**config.mk**
```make
export PLATFORM = sky130hd
export DESIGN_NAME = truth_table_sweeper
export DESIGN_NICKNAME = d
export VERILOG_FILES = /design/src/rtl/truth_table_sweeper.sv
export SDC_FILE = /design/constraint.sdc
export NUM_CORES = 1
export LEC_CHECK = 0
export CORE_ASPECT_RATIO = 0.75
export CORE_UTILIZATION = 45
export CTS_BUF_LIST = sky130_fd_sc_hd__clkbuf_8
export DETAILED_ROUTE_END_ITERATION = 16
export PLACE_DENSITY = 0.75
export SYNTH_ARGS = -nofsm -noshare
export SYNTH_HDL_FRONTEND = slang
export SYNTH_SLANG_ARGS = --single-unit
```
**constraint.sdc**
```tcl
create_clock -name clk -period 3.9 [get_ports clk]
set_input_delay 0.78 -clock clk [delete_from_list [all_inputs] [get_ports clk]]
set_output_delay 0.78 -clock clk [all_outputs]
set_load 0.02 [all_outputs]
```
**src/rtl/truth_table_sweeper.sv**
```systemverilog
// truth_table_sweeper: drives every input vector of a Boolean function in ascending order and captures Y as a truth table.
// Define TT_CHECK_EN to build the golden-table compare that drives mismatch.
module truth_table_sweeper #(
   parameter int N_VARS = 4,
   parameter int SETTLE = 1
) (
   input  logic                  clk,
   input  logic                  rst_n,
   input  logic                  start,
   output logic [N_VARS-1:0]     vars,
   input  logic                  y_in,
   output logic                  busy,
   output logic                  done,
   output logic [2**N_VARS-1:0]  truth_table,
   output logic [N_VARS:0]       minterm_count,
   input  logic [2**N_VARS-1:0]  expected,
   output logic                  mismatch
);
   localparam int W = 2**N_VARS;
   localparam logic [1:0] S_IDLE = 2'd0, S_SETTLE = 2'd1, S_SAMPLE = 2'd2, S_DONE = 2'd3;
   localparam logic [2:0] CNT_LD = 3'(SETTLE);
   // With no settle time every vector is sampled in the cycle it is driven.
   localparam logic [1:0] S_VEC = (SETTLE == 0) ? S_SAMPLE : S_SETTLE;
   localparam logic [N_VARS-1:0] IDX_LAST = '1;

   logic [1:0]        state_q, state_d;
   logic [N_VARS-1:0] idx_q, idx_d;
   logic [2:0]        cnt_q, cnt_d;
   logic [W-1:0]      table_q, table_d;
   logic [N_VARS:0]   count_q, count_d;
   logic              accept, last;

   assign accept = (state_q == S_IDLE) && start;
   assign last   = (state_q == S_SAMPLE) && (idx_q == IDX_LAST);

   always_comb begin
      state_d = state_q;
      idx_d   = idx_q;
      cnt_d   = cnt_q;
      table_d = table_q;
      count_d = count_q;
      case (state_q)
         S_IDLE: if (start) begin
            state_d = S_VEC;
            idx_d   = '0;
            cnt_d   = CNT_LD;
            table_d = '0;
            count_d = '0;
         end
         S_SETTLE: begin
            cnt_d   = cnt_q - 3'd1;
            state_d = (cnt_q <= 3'd1) ? S_SAMPLE : S_SETTLE;
         end
         S_SAMPLE: begin
            table_d[idx_q] = y_in;
            count_d = count_q + {{N_VARS{1'b0}}, y_in};
            state_d = last ? S_DONE : S_VEC;
            idx_d   = last ? idx_q : idx_q + N_VARS'(1);
            cnt_d   = CNT_LD;
         end
         default: state_d = S_IDLE;
      endcase
   end

   always_ff @(posedge clk or negedge rst_n) begin
      if (!rst_n) begin
         state_q <= S_IDLE;
         idx_q   <= '0;
         cnt_q   <= '0;
         table_q <= '0;
         count_q <= '0;
      end else begin
         state_q <= state_d;
         idx_q   <= idx_d;
         cnt_q   <= cnt_d;
         table_q <= table_d;
         count_q <= count_d;
      end
   end

   assign busy          = (state_q == S_SETTLE) || (state_q == S_SAMPLE);
   assign done          = state_q == S_DONE;
   assign vars          = busy ? idx_q : '0;
   assign truth_table   = table_q;
   assign minterm_count = count_q;

`ifdef TT_CHECK_EN
   logic [W-1:0] exp_q, exp_d;
   logic         mis_q, mis_d;

   // Compare against the next-state table so mismatch is valid in the DONE cycle itself.
   always_comb begin
      exp_d = accept ? expected : exp_q;
      mis_d = accept ? 1'b0 : last ? (table_d != exp_q) : mis_q;
   end

   always_ff @(posedge clk or negedge rst_n) begin
      if (!rst_n) begin
         exp_q <= '0;
         mis_q <= 1'b0;
      end else begin
         exp_q <= exp_d;
         mis_q <= mis_d;
      end
   end

   assign mismatch = mis_q;
`else
   logic unused_expected;
   assign unused_expected = ^expected;
   assign mismatch = 1'b0;
`endif
endmodule

```
Yosys cells after proc, flatten, opt, wreduce, memory -nomap -nowiden

Cells that the tools add are included.

Add/subtract/negate cells: 3
Multiply operators: 0
Div/mod/pow operators: 0
Order comparisons: 3
Eq/ne operators: 6
Shift operators: 0
Multiplexer cells: 17
Bitwise operators: 0
Reduce and logical (&&, ||, !) cells: 9

Operators with widths:

| cell                                                 | number |
|---|---|
| one-hot mux 16 bit (2 select lines)                  | 1 |
| bitwise mux 16 bit                                   | 1 |
| two-way mux 16 bit                                   | 1 |
| two-way mux 4 bit                                    | 3 |
| one-hot mux 5 bit (2 select lines)                   | 1 |
| one-hot mux 3 bit (3 select lines)                   | 1 |
| one-hot mux 4 bit (2 select lines)                   | 1 |
| two-way mux 2 bit                                    | 3 |
| one-hot mux 2 bit (3 select lines)                   | 1 |
| adder 5 x 1 -> 5 bit                                 | 1 |
| < comparator 4 x 5 -> 1 bit (second input constant)  | 1 |
| two-way mux 5 bit                                    | 1 |
| adder 4 x 1 -> 4 bit (second input constant)         | 1 |
| demux 1 bit (select 4 bit)                           | 1 |
| == test 2 bit (second input constant)                | 2 |
| == test 4 bit (second input constant)                | 1 |
| >= comparator 4 x 1 -> 1 bit (second input constant) | 1 |
| != test 2 bit (second input constant)                | 2 |
| AND reduction 2 bit                                  | 2 |
| <= comparator 3 x 1 -> 1 bit (second input constant) | 1 |
| two-way mux 3 bit                                    | 1 |
| AND reduction 3 bit                                  | 1 |
| nonzero test 3 bit                                   | 1 |
| subtractor 3 x 1 -> 3 bit (second input constant)    | 1 |
| 6 further kinds                                      | 7 |

Bits in registers: 30
Bits in latches: 0
Bits in writable memories: 0
ROM bits: 0
Word-level logic and storage cells: 43
Memories: 0

Longest topological paths before layout

Word-level depth: 6
Mapped depth: 7

Worst setup path before layout

Ideal clock, no wire load.

Path kind: register -> output
Start point: register state_q[0]
End point: output vars[0]
Arrival: 1.100 ns
Setup slack: 2.020 ns
Cell stages (with the launch flop): 4
Buffers on the path: 0
Cells stage by stage: dfrtp_1 -> inv_1 -> ha_1 -> and2_1

Cells in the longest elaborated chain, start to end: 3

Ends and longest elaborated chain:

| item                                                    | line | text |
|---|---|---|
| from (decl)                                             | 26   | `logic [1:0] state_q, state_d;` |
| from (signal assigned)                                  | 73   | `state_q <= state_d;` |
| == test 2 x 1 -> 1 bit or == test 2 bit (tied branches) | 81   | `assign busy = (state_q == S_SETTLE) \|\| (state_q == S_SAMPLE);` |
| logical OR 1 bit (*)                                    | 81   |  |
| via busy                                                | 12   | `output logic busy,` |
| two-way mux 4 bit (*)                                   | 83   | `assign vars = busy ? idx_q : '0;` |
| to (decl)                                               | 10   | `output logic [N_VARS-1:0] vars,` |

Mark *: on every way through the listed nets, which the timed path passes. The rest lies on a longest branch.

Worst setup path after layout

Start point: register idx_q[2]
End point: output vars[2]

Cells in the longest elaborated chain, start to end: 1

Ends and longest elaborated chain:

| item                   | line | text |
|---|---|---|
| from (decl)            | 27   | `logic [N_VARS-1:0] idx_q, idx_d;` |
| from (signal assigned) | 74   | `idx_q <= idx_d;` |
| two-way mux 4 bit      | 83   |  |

No other way between the ends.

==> results by group <==
Synthesis
  • Sequential area share after synthesis: 40.5%
  • Syn_nets: 225
  • EDFF count, synth: 0
  • Synth unique cells: 39
  • Post-Syn Instances: 193
  • #FFs+latches synth: 30
  • Post-synth top flop: dfrtp_1
  • Avg Cell Area, Syn: 9.59 um2
  • Cell Area, Synth: 1850 um2
  • Post-synthesis async set-or-reset flop share: 100%
  • Yosys warning count: 0

Worst setup path
  • Critical path launch point type: flop
  • Critical Path End: vars[2]
  • Bufs and invs on worst path: 1
  • CP Class: reg2out
  • Worst stage delay on the critical path: 790 ps
  • CP Cell Sequence: and2_1 > clkdlybuf4s50_1
  • CP arrival: 1910 ps
  • Reg2Reg Setup Slack: 1840 ps
  • Crit path launch: idx_q[2]
  • Slowest CP cell: dfrtp_1
  • R2R cell count: 6
  • CP delay by family, top: flip-flops
  • RR Startpoint: state_q[1]
  • Total stage count of the critical path: 2
  • Crit-path max FO: 26
  • Req. time, crit path: 3120 ps
  • Crit end category: output pin
  • Reg2reg end: truth_table[4]

Clock tree
  • CTS Buffer Depth: 2
  • # clock sinks: 30
  • Postcts setup bufs: 0
  • Gates resized, CTS repair: 0
  • Worst-Skew Late Latency: 280 ps
  • Clock Root Buffer: clkbuf_8
  • Htree depth: 2
  • CTS Buf Count: 5
  • CTS Hold Bufs: 0
  • CTS tree: yes
  • Worst-path clk slew: 60 ps

Finish
  • Synth-to-Final Area Change: 21.0%
  • Share of layout cells above drive strength 1: 7.73%
  • Non-filler instance count after layout: 272
  • Fin nets: 251
  • Fillers: 339
  • N_diodes: 0

GRT
  • Met1 Usage GRT: 28.4%
  • Largest net degree at the start of global routing: 39
  • GR Layer Usage met2: 25.6%
  • Initial antenna violation count: 0
  • First-pass GRT wire length: 6330 um
  • Final global-route overflow total: 0
  • GRT Total Usage: 18.8%
  • Vias in the first global route: 1287
  • Global route hottest layer: met1
  • Global Route met3 Usage: 4.64%

STA
  • Final Slew Violations: 0
  • Worst Tran Pin Value: 704 ps
  • RSZ-0062 raised after global routing: false
  • Minimum clock period after layout: 2690 ps
  • Final Hold Vio Count: 0
  • Final setup violation count: 0
  • Fin crit share: 69.0%
  • Max Freq: 371 MHz
  • Setup TNS: 0 ps
  • Clock skew: 5.59 ps
  • Worst hold slack: 526 ps
  • Slew HR: 53.0%

Die
  • Die area: 4380 um2
  • Die height: 57.6 um
  • Width of the chip: 76.1 um
  • Core area: 3800 um2
  • Initial Utilization: 48.7%
  • Placement row count: 19
  • Ports: 48

Job
  • Max-cap violations: 0

Place
  • Buffers added on ports: 30
  • Dpl cells: 264
  • GP Congestion: 0.738
  • Final HPWL DP: 2490 um

Drt
  • Iter 0 DRT Violations: 115
  • DR pass1 iterations: 4
  • # DRC: 0
  • Routed wire length: 3730 um
  • Avg Vias per Cell: 5.49
  • Antenna-violating nets left: 0
  • DR WL/cell: 13.7 um
  • Via count: 1494

Outcome
  • Status: finished clean

Hold path
  • Hold WC Path Type: reg2reg

Power
  • Power, Total: 1200 uW
  • P_leak: 0.000954 uW
  • Pwr per Cell Area: 535 nW/um2
  • Worst VDD drop: 0.380 mV
==> cell usage in the layout, fill, tap and decap left out, drive strengths merged, types with 4 or more instances in the layout <==
cell,Yosys,routed
ha,12,12
o22ai,14,14
o21ai,4,4
a21oi,17,17
o211ai,6,6
nand3,7,7
nand3b,8,8
nand2,13,13
nand2b,7,7
inv,19,20
dfrtp,30,30
and2,4,4
clkbuf,2,6
clkdlybuf4s50,0,30
nand4,7,7
==> cell usage after synthesis, drive strengths merged, types with 6 or more instances <==
master | number | area, um2
a21oi | 17 | 85.1
buf | 12 | 82.6
dfrtp | 30 | 751
ha | 12 | 150
inv | 19 | 71.3
nand2 | 13 | 48.8
nand2b | 7 | 43.8
nand3 | 7 | 35.0
nand3b | 8 | 60.1
nand4 | 7 | 62.6
o211ai | 6 | 45.0
o22ai | 14 | 87.6
==> logic make-up (layout without fill, tap and decap cells) <==
kind of cell | count (synthesis) | count (layout) | share of synthesized area [%]
AO/OA/AOI/OAI | 52 | 52 | 18.7
adder cells (fa/ha/maj) | 12 | 12 | 8.11
buffers and inverters | 33 | 60 | 8.72
flip-flops | 30 | 30 | 40.5
multiplexers | 4 | 4 | 2.63
other | 1 | 1 | 0.203
AND/OR/NAND/NOR | 61 | 61 | 21.1
==> worst reg2reg max path, delay by kind of cell (launching register included) <==
family          cells  cell delay [ps]
mux                 1              590
fa+ha+maj           1              340
flops               1              400
buf+inv             2              400
compound gates      2              240
==> how the worst min path moves through the flow <==
stage	start	end	cells after the start
after floorplan	rst_n	cnt_q[0]	0
after global placement	truth_table[11]	truth_table[11]	2
after detailed placement	truth_table[6]	truth_table[6]	2
after CTS	truth_table[2]	truth_table[2]	2
after global routing	truth_table[14]	truth_table[14]	2
final	truth_table[14]	truth_table[14]	2
==> layout make-up <==
cell class | instances | area [um2] | share of cell area (%)
clock buffers | 6 | 82.6 | 3.69
clock inverters | 2 | 8.76 | 0.391
well taps | 52 | 65.1 | 2.90
flip-flops and latches | 30 | 751 | 33.5
repair buffers | 33 | 323 | 14.4
inverters | 19 | 71.3 | 3.18
multi-input cells | 130 | 940 | 41.9
==> metal layers <==
layer  up-vias  part of all wire (%)
met5         -                     0
met4         0                   1.5
met3         7                   5.7
met2        49                    40
met1       692                    53
li1        746                     -
==> through the flow <==
stage	utilization (%)	area [um2]	worst slack, ps
after floorplan	-	1850	2020
after global placement	56.5	2150	1350
after detailed placement	56.5	2150	1330
after CTS	58.9	2240	1210
after global routing	58.9	2240	1130
final	58.9	2240	1210
==> state kept, by name, summed over array words and instances (netlist names) <==
signal	flops
idx_q	4
minterm_count	5
cnt_q	3
state_q	2
truth_table	16
==> where the power goes <==
part / internal, uW / total (uW) / switching, uW
combinational: 227 / 544 / 317
sequential: 358 / 403 / 45.8
clock: 139 / 252 / 113
Note: power is estimated with default switching activity, not from simulation.
